$ cat src/rtl/fpu_add_subt_pkg.sv
// ----------------------------------------------------------------------------
// fpu_add_subt_pkg
// Shared definitions for the FP add/subtract control path.
//   - state_t        : controller state encoding, IDLE=0 .. DONE=12
//   - SEL_*          : encodings shared by the ctrl_b / ctrl_e mux selects
//   - state_is_busy  : 1 for every state that belongs to an operation in flight
// ----------------------------------------------------------------------------
package fpu_add_subt_pkg;

    // Controller states, numbered in the order the operation walks through them
    typedef enum logic [3:0] {
        IDLE        = 4'd0,
        LOAD_OPER   = 4'd1,
        ZERO_CHK    = 4'd2,
        LOAD_EXP    = 4'd3,
        NORM        = 4'd4,
        ADD_SUBT    = 4'd5,
        OVF_CHK     = 4'd6,
        ROUND_CHK   = 4'd7,
        ADD_SUBT_R  = 4'd8,
        LOAD_EXP_R  = 4'd9,
        NORM_R      = 4'd10,
        LOAD_RESULT = 4'd11,
        DONE        = 4'd12
    } state_t;

    // ctrl_b / ctrl_e select encodings
    localparam logic [1:0] SEL_DEFAULT    = 2'b00;
    localparam logic [1:0] SEL_LEFT_NORM  = 2'b01;
    localparam logic [1:0] SEL_OVERFLOW   = 2'b10;
    localparam logic [1:0] SEL_ROUND_NOVF = 2'b11;

    // IDLE and DONE are the only states outside an operation
    function automatic logic state_is_busy(input state_t s);
        return (s != IDLE) && (s != DONE);
    endfunction

endpackage

$ cat src/rtl/fsm_add_subt_lat_cnt.sv
// ----------------------------------------------------------------------------
// fsm_add_subt_lat_cnt
// Saturating up-counter used to measure per-operation latency.
// Ports:
//   clk  in          system clock
//   rst  in          asynchronous active-low reset
//   clr  in          synchronous clear (takes priority over en)
//   en   in          count enable
//   cnt  out [CNT_W] current count, sticks at 2^CNT_W-1
// ----------------------------------------------------------------------------
module fsm_add_subt_lat_cnt #(
    parameter int CNT_W = 6
) (
    input  logic             clk,
    input  logic             rst,
    input  logic             clr,
    input  logic             en,
    output logic [CNT_W-1:0] cnt
);

    localparam logic [CNT_W-1:0] CNT_MAX = '1;

    // Clear wins over enable so a new operation always starts from zero;
    // at full scale the counter sticks rather than wrapping to a small value.
    always_ff @(posedge clk or negedge rst) begin
        if (!rst) begin
            cnt <= '0;
        end else if (clr) begin
            cnt <= '0;
        end else if (en && (cnt != CNT_MAX)) begin
            cnt <= cnt + 1'b1;
        end
    end

endmodule

$ cat src/rtl/fsm_add_subt_hs_ctrl.sv
// ----------------------------------------------------------------------------
// fsm_add_subt_hs_ctrl
// Control FSM for the FP add/subtract datapath with start/ready/ack handshake,
// internal normalisation-pass tracking, synchronous abort, optional rounding
// path and a per-operation latency counter.
// Parameters:
//   ROUND_EN    1 = round-check / round-add path present
//   ZERO_BYPASS 1 = zero_flag_i in ZERO_CHK finishes the operation early
//   CNT_W       width of the saturating latency counter
// Ports:
//   clk, rst (async active-low)
//   start_i, ack_i, abort_i         handshake / abort from the sequencer
//   zero_flag_i, add_overflow_i,
//   round_i                         datapath status
//   load_1_o .. load_7_o            stage register enables
//   A_S_op_o, left_right_o,
//   bit_shift_o                     exponent op / shifter controls
//   ctrl_a_o .. ctrl_e_o            mux selects
//   rst_int                         datapath internal reset (high in IDLE)
//   busy_o, ready_o                 status
//   lat_cnt_o                       cycles spent in the last/current operation
// ----------------------------------------------------------------------------
module fsm_add_subt_hs_ctrl
    import fpu_add_subt_pkg::*;
#(
    parameter bit ROUND_EN    = 1'b1,
    parameter bit ZERO_BYPASS = 1'b1,
    parameter int CNT_W       = 6
) (
    input  logic             clk,
    input  logic             rst,
    input  logic             start_i,
    input  logic             ack_i,
    input  logic             abort_i,
    input  logic             zero_flag_i,
    input  logic             add_overflow_i,
    input  logic             round_i,
    output logic             load_1_o,
    output logic             load_2_o,
    output logic             load_3_o,
    output logic             load_4_o,
    output logic             load_5_o,
    output logic             load_6_o,
    output logic             load_7_o,
    output logic             A_S_op_o,
    output logic             left_right_o,
    output logic             bit_shift_o,
    output logic             ctrl_a_o,
    output logic [1:0]       ctrl_b_o,
    output logic             ctrl_c_o,
    output logic             ctrl_d_o,
    output logic [1:0]       ctrl_e_o,
    output logic             rst_int,
    output logic             busy_o,
    output logic             ready_o,
    output logic [CNT_W-1:0] lat_cnt_o
);

    state_t state_q;
    state_t state_d;
    logic   pass_q;
    logic   pass_d;
    logic   cnt_clr;
    logic   busy;

    assign busy   = state_is_busy(state_q);
    assign busy_o = busy;

    // State and normalisation-pass flag. pass_q records that the first
    // add/overflow-check pass is done, so the second visit to NORM heads
    // for rounding / result instead of another add.
    always_ff @(posedge clk or negedge rst) begin
        if (!rst) begin
            state_q <= IDLE;
            pass_q  <= 1'b0;
        end else begin
            state_q <= state_d;
            pass_q  <= pass_d;
        end
    end

    // Next state and outputs. An abort during an operation drops straight to
    // IDLE and keeps every output at its default for that cycle, so no stage
    // register (in particular the result register) is written on the way out.
    always_comb begin
        state_d      = state_q;
        pass_d       = pass_q;
        cnt_clr      = 1'b0;
        load_1_o     = 1'b0;
        load_2_o     = 1'b0;
        load_3_o     = 1'b0;
        load_4_o     = 1'b0;
        load_5_o     = 1'b0;
        load_6_o     = 1'b0;
        load_7_o     = 1'b0;
        A_S_op_o     = 1'b1;
        left_right_o = 1'b0;
        bit_shift_o  = 1'b0;
        ctrl_a_o     = 1'b0;
        ctrl_b_o     = SEL_DEFAULT;
        ctrl_c_o     = 1'b0;
        ctrl_d_o     = 1'b0;
        ctrl_e_o     = SEL_DEFAULT;
        rst_int      = 1'b0;
        ready_o      = 1'b0;

        if (busy && abort_i) begin
            state_d = IDLE;
            pass_d  = 1'b0;
        end else begin
            case (state_q)
                IDLE: begin
                    rst_int = 1'b1;
                    if (start_i) begin
                        state_d = LOAD_OPER;
                        pass_d  = 1'b0;
                        cnt_clr = 1'b1;
                    end
                end

                LOAD_OPER: begin
                    load_1_o = 1'b1;
                    state_d  = ZERO_CHK;
                end

                ZERO_CHK: begin
                    if (zero_flag_i && ZERO_BYPASS) begin
                        state_d = DONE;
                    end else begin
                        load_2_o = 1'b1;
                        state_d  = LOAD_EXP;
                    end
                end

                LOAD_EXP: begin
                    load_3_o = 1'b1;
                    state_d  = NORM;
                end

                NORM: begin
                    load_4_o = 1'b1;
                    if (!pass_q) begin
                        state_d = ADD_SUBT;
                    end else if (ROUND_EN) begin
                        state_d = ROUND_CHK;
                    end else begin
                        state_d = LOAD_RESULT;
                    end
                end

                ADD_SUBT: begin
                    load_5_o = 1'b1;
                    load_6_o = 1'b1;
                    ctrl_a_o = 1'b1;
                    ctrl_c_o = 1'b1;
                    state_d  = OVF_CHK;
                end

                // Overflow: add one to the exponent and shift right with a
                // leading one; otherwise set up the left-normalise shift.
                OVF_CHK: begin
                    load_2_o = 1'b1;
                    pass_d   = 1'b1;
                    if (add_overflow_i) begin
                        A_S_op_o     = 1'b0;
                        ctrl_b_o     = SEL_OVERFLOW;
                        ctrl_e_o     = SEL_OVERFLOW;
                        left_right_o = 1'b0;
                        bit_shift_o  = 1'b1;
                    end else begin
                        ctrl_b_o     = SEL_LEFT_NORM;
                        ctrl_e_o     = SEL_LEFT_NORM;
                        left_right_o = 1'b1;
                    end
                    state_d = LOAD_EXP;
                end

                ROUND_CHK: begin
                    load_5_o = 1'b1;
                    if (round_i) begin
                        ctrl_d_o = 1'b1;
                        state_d  = ADD_SUBT_R;
                    end else begin
                        state_d  = LOAD_RESULT;
                    end
                end

                // The round-up add can itself overflow, which needs one more
                // exponent adjust before the final normalise.
                ADD_SUBT_R: begin
                    if (add_overflow_i) begin
                        A_S_op_o     = 1'b0;
                        ctrl_b_o     = SEL_OVERFLOW;
                        ctrl_e_o     = SEL_OVERFLOW;
                        left_right_o = 1'b0;
                        bit_shift_o  = 1'b1;
                        state_d      = LOAD_EXP_R;
                    end else begin
                        ctrl_e_o     = SEL_ROUND_NOVF;
                        state_d      = NORM_R;
                    end
                end

                LOAD_EXP_R: begin
                    load_3_o = 1'b1;
                    state_d  = NORM_R;
                end

                NORM_R: begin
                    load_4_o = 1'b1;
                    state_d  = LOAD_RESULT;
                end

                LOAD_RESULT: begin
                    load_7_o = 1'b1;
                    state_d  = DONE;
                end

                // The result stays presented until acknowledged; a start
                // without ack is not accepted so the result cannot be lost.
                DONE: begin
                    ready_o = 1'b1;
                    if (ack_i) begin
                        if (start_i) begin
                            state_d = LOAD_OPER;
                            pass_d  = 1'b0;
                            cnt_clr = 1'b1;
                        end else begin
                            state_d = IDLE;
                        end
                    end
                end

                default: begin
                    state_d = IDLE;
                    pass_d  = 1'b0;
                end
            endcase
        end
    end

    // Counts busy cycles; the abort cycle itself is not counted so the value
    // left behind is the work done before the abort.
    fsm_add_subt_lat_cnt #(
        .CNT_W (CNT_W)
    ) u_lat_cnt (
        .clk (clk),
        .rst (rst),
        .clr (cnt_clr),
        .en  (busy && !abort_i),
        .cnt (lat_cnt_o)
    );

endmodule

$ cat config.mk
export PLATFORM = sky130hd
export DESIGN_NAME = fsm_add_subt_hs_ctrl
export DESIGN_NICKNAME = d
export VERILOG_FILES = /design/src/rtl/fpu_add_subt_pkg.sv /design/src/rtl/fsm_add_subt_lat_cnt.sv /design/src/rtl/fsm_add_subt_hs_ctrl.sv
export SDC_FILE = /design/constraint.sdc
export NUM_CORES = 1
export LEC_CHECK = 0
export BUFFER_PORTS_ARGS = -buffer_cell sky130_fd_sc_hd__buf_2
export CAP_MARGIN = 20
export CORE_MARGIN = 1
export CORE_UTILIZATION = 40
export CTS_BUF_LIST = sky130_fd_sc_hd__clkbuf_8
export DETAILED_ROUTE_END_ITERATION = 16
export PLACE_DENSITY = 0.7
export SLEW_MARGIN = 5
export SYNTH_ARGS = -nofsm -noshare
export SYNTH_HDL_FRONTEND = slang
export SYNTH_SLANG_ARGS = --single-unit
$ cat constraint.sdc
create_clock -name clk -period 2.6 [get_ports clk]
set_input_delay 0.26 -clock clk [delete_from_list [all_inputs] [get_ports clk]]
set_output_delay 0.26 -clock clk [all_outputs]
set_load 0.05 [all_outputs]
# [After elaboration in Yosys (flattened, before gate mapping)]
# Cells that the tools add are included.
# Widths: inputs -> output; s select.
[op_classes] n_eq_ne=17 n_addsub=1 n_mux=56 reduce_logical=15
[op_table] cell="$pmux 4 s13" count=1
[op_table] cell="$mux 1" count=37
[op_table] cell="$eq 4x4->1 const B" count=5
[op_table] cell="$eq 4x3->1 const B" count=4
[op_table] cell="$mux 4" count=4
[op_table] cell="$mux 2" count=7
[op_table] cell="$mux 6" count=2
[op_table] cell="$reduce_or 10->1" count=1
[op_table] cell="$eq 4x2->1 const B" count=2
[op_table] cell="$pmux 2 s2" count=2
[op_table] cell="$reduce_or 2->1" count=4
[op_table] cell="$add 6x1->6 const B" count=1
[op_table] cell="$ne 3x3->1 const B" count=2
[op_table] cell="$ne 6x6->1 const B" count=1
[op_table] cell="$eq 4x1->1 const B" count=1
[op_table] cell="$logic_and 1x1->1" count=4
[op_table] cell="$logic_not 4->1" count=1
[op_table] cell="$ne 4x4->1 const B" count=1
[op_table] cell="$pmux 1 s2" count=2
[op_table] cell="$pmux 1 s4" count=1
[op_table] cell="$reduce_and 2->1" count=2
[op_table] cell="$reduce_bool 4->1" count=1
[op_table] cell="$ne 2x1->1 const B" count=1
[op_table] cell="$reduce_bool 2->1" count=1
[op_table] cell="$logic_not 1->1" count=1
[word_totals] register_bits=11 output_inout_bits=26 word_cells=92

# [Logic depth before layout (Yosys ltp)]
# Gate-level depths: netlist of the first run.
[logic_depth] depth_word=6 depth_mapped=6 ltp_nobuf=5

# [By module]
# Synthesis of the first run repeated with hierarchy kept, for this count alone.
[unflattened] cells_unflattened=121 area_unflattened_um2=964.7
[modules_own_cells] mod="fsm_add_subt_hs_ctrl" seq_area_each_um2=125.1 area_each_um2=619.3 cells_each=86 instances=1
[modules_own_cells] mod="fsm_add_subt_lat_cnt" seq_area_each_um2=150.1 area_each_um2=345.3 cells_each=35 instances=1

# [Worst setup path before layout of the first run]
# Ideal clock, no wire load.
[synth_timing] path_kind="register -> output" startpoint="register state_q[2]" endpoint="output port ctrl_e_o[0]" stages_incl_launch_ff=5 setup_slack_ns=0.003 arrival_time_ns=2.337 n_path_buf=1 path_cell_list="dfrtp_1 buf_4 nor3b_1 a21oi_1 nor4_1"
[synth_between] elab_chain_cells=4 word_cells_on_any_way=8 cone_classes="eq/ne: 3; mux: 2; reduce/logical: 3"
[synth_rtl] element="from (decl)" line_no="fsm_add_subt_hs_ctrl.sv:59" source="state_t state_q;"
[synth_rtl] element="from (signal assigned)" line_no="fsm_add_subt_hs_ctrl.sv:77" source="state_q <= state_d;"
[synth_rtl] element="parallel branches: the longest is 3 deep, another holds $eq 4x4->1"
[synth_rtl] element="$mux 2 (*)" line_no="fsm_add_subt_hs_ctrl.sv:107" source="if (busy && abort_i) begin"
[synth_rtl] element="to (decl)" line_no="fsm_add_subt_hs_ctrl.sv:52" source="output logic [1:0] ctrl_e_o,"
# Mark *: on every way between the ends.

# [Worst setup path in the final report of the first run]
[layout_timing] startpoint="register state_q[3]" endpoint="output port bit_shift_o"
[layout_between] elab_chain_cells=4 word_cells_on_any_way=9 cone_classes="eq/ne: 3; mux: 2; reduce/logical: 4"
[layout_rtl] element="$eq 4x4->1 (tied with other cells)" line_no="fsm_add_subt_hs_ctrl.sv:111" source="case (state_q)"
[layout_rtl] element="$reduce_or 2->1 (no source line) or $logic_and 1x1->1 (tied branches)"
[layout_rtl] element="$mux 1 or $logic_and 1x1->1 (tied branches)"
[layout_rtl] element="$mux 1 (*)" line_no="fsm_add_subt_hs_ctrl.sv:107"
[layout_rtl] element="to (decl)" line_no="fsm_add_subt_hs_ctrl.sv:47" source="output logic bit_shift_o,"
# Mark *: on every way between the ends. The rest lies on a longest branch, timed or not.

==> results of run 1 <==
==> through the flow <==
| step | power [W] | instance area, um2 | setup slack (ns) | hold slack (ns) | std cells |
|---|---|---|---|---|---|
| final | 0.001335 | 1145 | 0.2898 | 0.2906 | 174 |
| after global placement | 0.001159 | 1090 | 0.6844 | 0.1408 | 169 |
| after floorplan | 0.001028 | 952.2 | 0.002592 | -0.03559 | 118 |
| after global routing | 0.001435 | 1145 | 0.09564 | 0.2877 | 174 |
| after CTS | 0.001339 | 1145 | 0.3113 | 0.2782 | 174 |
| after detailed placement | 0.001170 | 1090 | 0.5678 | 0.1460 | 169 |
==> cell usage in the layout (no fill, tap or decap), drive strengths merged <==
master       instances
nand2               10
ha                   1
o21ai                4
nor3b                2
a21oi               10
inv                  7
o22ai                2
nor2                 6
buf                 35
a31o                 1
nand3                4
dfrtp               11
a2bb2oi              1
nand2b               4
o211ai               1
and2                 3
o22a                 2
nand4                2
a21o                 1
nor4                 7
and3                 5
nor2b                3
o2111ai              1
clkbuf               3
or3                  1
mux2i                5
a221oi               1
dlygate4sd3          1
xnor2                1
o21bai               1
a221o                1
a31oi                3
nor3                 6
==> kinds of logic after synthesis <==
kind of cell | Yosys count | share of synthesized area [%]
AO/OA/AOI/OAI | 29 | 22.08
XOR/XNOR | 1 | 0.9200
adder cells (fa/ha/maj) | 1 | 1.314
buffers and inverters | 18 | 10.51
flip-flops | 11 | 28.91
multiplexers | 5 | 5.256
AND/OR/NAND/NOR | 53 | 31.01
==> registers in the layout, summed over array words and instances, names as in the netlist <==
| register | count |
|---|---|
| state_q | 4 |
| u_lat_cnt.cnt | 6 |
| pass_q | 1 |
==> final cells by class <==
cell class / count / area (um2) / share of cell area, %
multi-input cells: 89 / 576.8 / 50.38
flip-flops and latches: 11 / 275.3 / 24.04
repair buffers: 36 / 190.2 / 16.61
clock buffers: 3 / 41.29 / 3.607
well taps: 28 / 35.03 / 3.060
inverters: 6 / 22.52 / 1.967
clock inverters: 1 / 3.754 / 0.3279
==> what timing repair did <==
item | CTS | global route
hold buffers | 1 | 0
endpoints found under the hold margin | 11 | 0
setup endpoints to repair | 0 | 0
==> power by group <==
group	internal, W	switching [W]
sequential	0.000223	0.0000982
combinational	0.000262	0.000587
clock	0.000103	0.0000615
total	0.000588	0.000746
==> worst paths after layout <==
kind,start,end,slack [ns],cells past startpoint
min in group asynchronous,rst,u_lat_cnt.cnt[3],0.43,2
setup reg to reg,state_q[3],u_lat_cnt.cnt[1],0.81,4
setup / recovery,state_q[3],bit_shift_o,0.29,5
hold reg to reg,u_lat_cnt.cnt[2],u_lat_cnt.cnt[2],0.51,1
hold / removal,ack_i,state_q[3],0.29,2
max in group asynchronous,rst,state_q[1],1.96,2
==> routing by layer <==
layer / vias to the layer above / routed length (um) / part of all wire [%] / global-route usage (%)
li1: 493 / - / - / -
met1: 477 / 1030 / 46 / 24.21
met2: 22 / 1097 / 49 / 33.56
met3: 2 / 75 / 3.4 / 4.545
met4: 0 / 16 / 0.72 / 4.630
met5: - / 0 / 0 / 0
==> reports/results.txt, run 1 <==
syn avg cell area -> 8.069 um2
Core Region -> 0.002233 mm2
largest net degree at the start of global routing -> 22
ant diodes -> 0
CP endpoint kind -> output port
Num CTS Buffers -> 3
fmax -> 432.9 MHz
Clk Latency, worst-skew pair -> 0.23 ns
status -> complete, no violations
max cap viols -> 0
first-pass iteration count of the detailed router -> 5
DRC -> 0
asr flop ratio synth -> 100.0%
DR vias -> 994
final setup vio count -> 0
final hold viol count -> 0
vias in the first global route -> 888
antenna viol nets, final -> 0
most common cell in the netlist -> dfrtp_1
Post-DP HPWL -> 1665 um
Yosys top cell by area -> dfrtp_1
clock buffer depth -> 2
Area Overhead vs Synth -> 20.24%
CP arrival -> 2.05 ns
NumNets Final -> 156
Synth top area share -> 28.91%
Max-Slew Margin vs Limit -> 62.78%
register area share after synthesis -> 28.91%
die span in y -> 50.79 um
kind of start point of the critical path -> register
post-cts resize count -> 0
Worst Path Required -> 2.34 ns
clk root buf -> clkbuf_8
Setup CP Type -> register to output port
setup_tns -> 0 ns
Pins Over Slew Limit -> 0
GP Congestion -> 0.8050
FF+latch count, synth -> 11
# rows -> 17
initial antenna violation count -> 0
Distinct cells, synth -> 39
prevailing post-synth register cell -> dfrtp_1
Clock transition at path regs -> 0.05 ns
Ys Warns -> 0
top cells by count, synth -> dfrtp_1, a21oi_1, nand2_1
Final Cycle Share -> 88.85%
Syn Nets -> 127
Post-Route WL -> 2219 um
Max stage delay on crit path -> 0.69 ns
min-delay worst type -> input port to register
Crit Path Max Fanout -> 19
GRT Total Usage -> 19.44%
total grt overflow -> 0
Clock Sinks -> 11
num ports -> 34
ranking of synthesized cells by area -> dfrtp_1, a21oi_1, mux2i_1
Max stage delay cell, worst path -> dfrtp_1
CP top delay family -> simple AND/OR/NAND/NOR gates
PD cells -> 1166 mW/mm2
Avg WL per Cell -> 12.75 um
worst-margin pin slew -> 0.5583 ns
die area -> 0.002580 mm2
Worst Path Buf+Inv -> 1
Tmin final -> 2.310 ns
Fill cells -> 229
Synth Instances -> 118
count of input and output buffers -> 33
Initial Util -> 42.63%
CTS H-tree lvls -> 1
Final Util -> 51.26%
static leakage -> 0.5770 nW
Die Width -> 50.79 um
RSZ-0062 raised after global routing -> false
EDFF count, synth -> 0
CTS tree -> built
crit-path cells -> nor3b_1, a21oi_1, nor3_1, and2_1, buf_2
Post-CTS Setup Bufs -> 0
synthesized cell area -> 952.2 um2
layout cells sized above 1 -> 29.45%
worst vdd rail ir drop -> 0.6803 mV
Iter 0 DRT Violations -> 23
first-pass GRT wire length -> 3864 um
vias per cell -> 5.713
clock skew -> 0.002499 ns
No activity file was read; power rests on OpenSTA's default activity.
==> inputs of run 2 (changes only) <==
==> constraint.sdc (replaced) <==
create_clock -name clk -period 2.35 [get_ports clk]
set_input_delay 0.235 -clock clk [delete_from_list [all_inputs] [get_ports clk]]
set_output_delay 0.235 -clock clk [all_outputs]
set_load 0.05 [all_outputs]
==> reports/results.txt, run 2 (synthesis results as in run 1) <==
status -> complete, no violations
die area -> 0.002580 mm2 (unchanged)
worst vdd rail ir drop -> 0.5589 mV (-18%)
max reg flops -> 6 (unchanged)
dpl cell area -> 0.001122 mm2 (+3.0%)
GP Congestion -> 0.8709 (+8.2%)
register area -> 276.5 um2 (+0.45%)
WHS -> 0.2567 ns (-0.03393 ns)
Post-CTS Setup Bufs -> 0 (unchanged)
Max-Slew Margin vs Limit -> 73.50% (+11 points)
most frequent cells in the layout -> buf_2, a21oi_1, nand2_1, dfrtp_1, inv_1
final setup vio count -> 0 (unchanged)
Crit Path Max Fanout -> 10 (-9)
non-filler cells in the finished layout -> 175 (+0.57%)
CTS H-tree lvls -> 1 (unchanged)
num ports -> 34 (unchanged)
Worst Path Required -> 2.12 ns (-0.22 ns)
die span in y -> 50.79 um (unchanged)
Fill cells -> 214 (-6.6%)
kind of start point of the critical path -> register
Clock Sinks -> 11 (unchanged)
Core Region -> 0.002233 mm2 (unchanged)
vias per cell -> 5.646 (-1.2%)
GRT Total Usage -> 19.26% (-0.18 points)
fmax -> 477.0 MHz
antenna viol nets, final -> 0 (unchanged)
first-pass GRT wire length -> 3822 um (-1.1%)
Post-Route WL -> 2285 um (+3.0%)
max cap viols -> 0 (unchanged)
PnR Total Power -> 0.001523 W (+14%)
largest net degree at the start of global routing -> 17 (-23%)
Num CTS Buffers -> 3 (unchanged)
most common cell after layout, fill and taps aside -> buf_2
min-delay worst type -> input port to register
static leakage -> 0.5825 nW (+0.96%)
Post-DP HPWL -> 1692 um (+1.7%)
Die Width -> 50.79 um (unchanged)
Clk Latency, worst-skew pair -> 0.24 ns (about the same)
CP endpoint kind -> output port
DR vias -> 988 (-0.60%)
top flop regs -> u_lat_cnt.cnt (6), state_q (4), pass_q (1)
RSZ-0062 raised after global routing -> false
initial antenna violation count -> 0 (unchanged)
# rows -> 17 (unchanged)
dpl cells -> 170 (+0.59%)
final hold viol count -> 0 (unchanged)
CTS tree -> built
Iter 0 DRT Violations -> 25 (+8.7%)
total grt overflow -> 0 (unchanged)
worst-margin pin slew -> 0.3975 ns (-0.1608 ns)
Clock transition at path regs -> 0.05 ns (about the same)
Biggest register -> u_lat_cnt.cnt
PD cells -> 1292 mW/mm2 (+11%)
fin worst setup slack -> 0.2534 ns (-0.03647 ns)
pre-CTS setup slack -> 0.4188 ns (-0.1490 ns)
Initial Util -> 42.63% (unchanged)
DRC -> 0 (unchanged)
Avg WL per Cell -> 13.06 um (+2.4%)
clock buffer depth -> 2 (unchanged)
clock skew -> 0.0007518 ns (-0.001747 ns)
Setup CP Type -> register to output port
Pins Over Slew Limit -> 0 (unchanged)
first-pass iteration count of the detailed router -> 5 (unchanged)
Final Cycle Share -> 89.22%
count of input and output buffers -> 33 (unchanged)
clk root buf -> clkbuf_8
CP arrival -> 1.86 ns (-0.19 ns)
Area Overhead vs Synth -> 23.78%
Finished Cell Area -> 0.001179 mm2 (+3.0%)
Tmin final -> 2.097 ns
NumNets Final -> 157 (+0.64%)
Multi-input gate area -> 601.8 um2 (+4.3%)
vias in the first global route -> 898 (+1.1%)
layout cells sized above 1 -> 33.33% (+3.9 points)
ant diodes -> 0 (unchanged)
==> run 2: worst max-delay path, cell delays in order (launching register included) <==
cell and delay (ns):
dfrtp_1 0.58, inv_1 0.18, or3_1 0.42, nor2_1 0.15
buf_2 0.29
==> run 2: worst paths after layout <==
check	startpoint	to	slack, ns	cells past startpoint
min in group asynchronous	rst	u_lat_cnt.cnt[4]	0.39	2
worst min register to register	u_lat_cnt.cnt[2]	u_lat_cnt.cnt[2]	0.53	1
max in group asynchronous	rst	state_q[1]	1.74	2
worst max register to register	state_q[2]	state_q[1]	0.70	5
worst max-delay path	state_q[0]	ctrl_c_o	0.25	4
worst min-delay path	ack_i	state_q[2]	0.26	2
==> run 2: per-layer routing <==
metal	wire length (um)	track usage (%)	share of wire, %
met1	974	23.15	43
met2	1126	32.89	49
met3	154	6.364	6.7
met5	0	0	0
met4	29	4.630	1.3
==> run 2: metrics by stage <==
stage / utilization, % / setup TNS, ns
final: 52.77 / 0
after global routing: 52.77 / 0
after CTS: 52.72 / 0
after detailed placement: 50.25 / 0
after global placement: 50.25 / 0
after floorplan: - / -0.2818
==> run 2: timing repair <==
action	CTS	global route
setup endpoints to repair	0	1
endpoints found under the hold margin	11	0
hold buffers	1	0
gates resized for setup	0	1
==> run 2: report_power, final <==
| group | leakage (nW) | internal, W | switching (W) | total (W) |
|---|---|---|---|---|
| clock network | 0.0269 | 0.000115 | 0.0000700 | 0.000185 |
| registers | 0.146 | 0.000249 | 0.000113 | 0.000361 |
| logic | 0.410 | 0.000302 | 0.000676 | 0.000977 |
| total | 0.582 | 0.000665 | 0.000858 | 0.00152 |
==> run 2: cell type report <==
| type | instances | share of cell area, % |
|---|---|---|
| tap | 28 | 2.972 |
| clock buffer | 3 | 3.503 |
| inverter | 6 | 1.911 |
| multi-input combinational | 89 | 51.06 |
| clock inverter | 1 | 0.3185 |
| timing repair buffer | 37 | 16.77 |
| sequential | 11 | 23.46 |
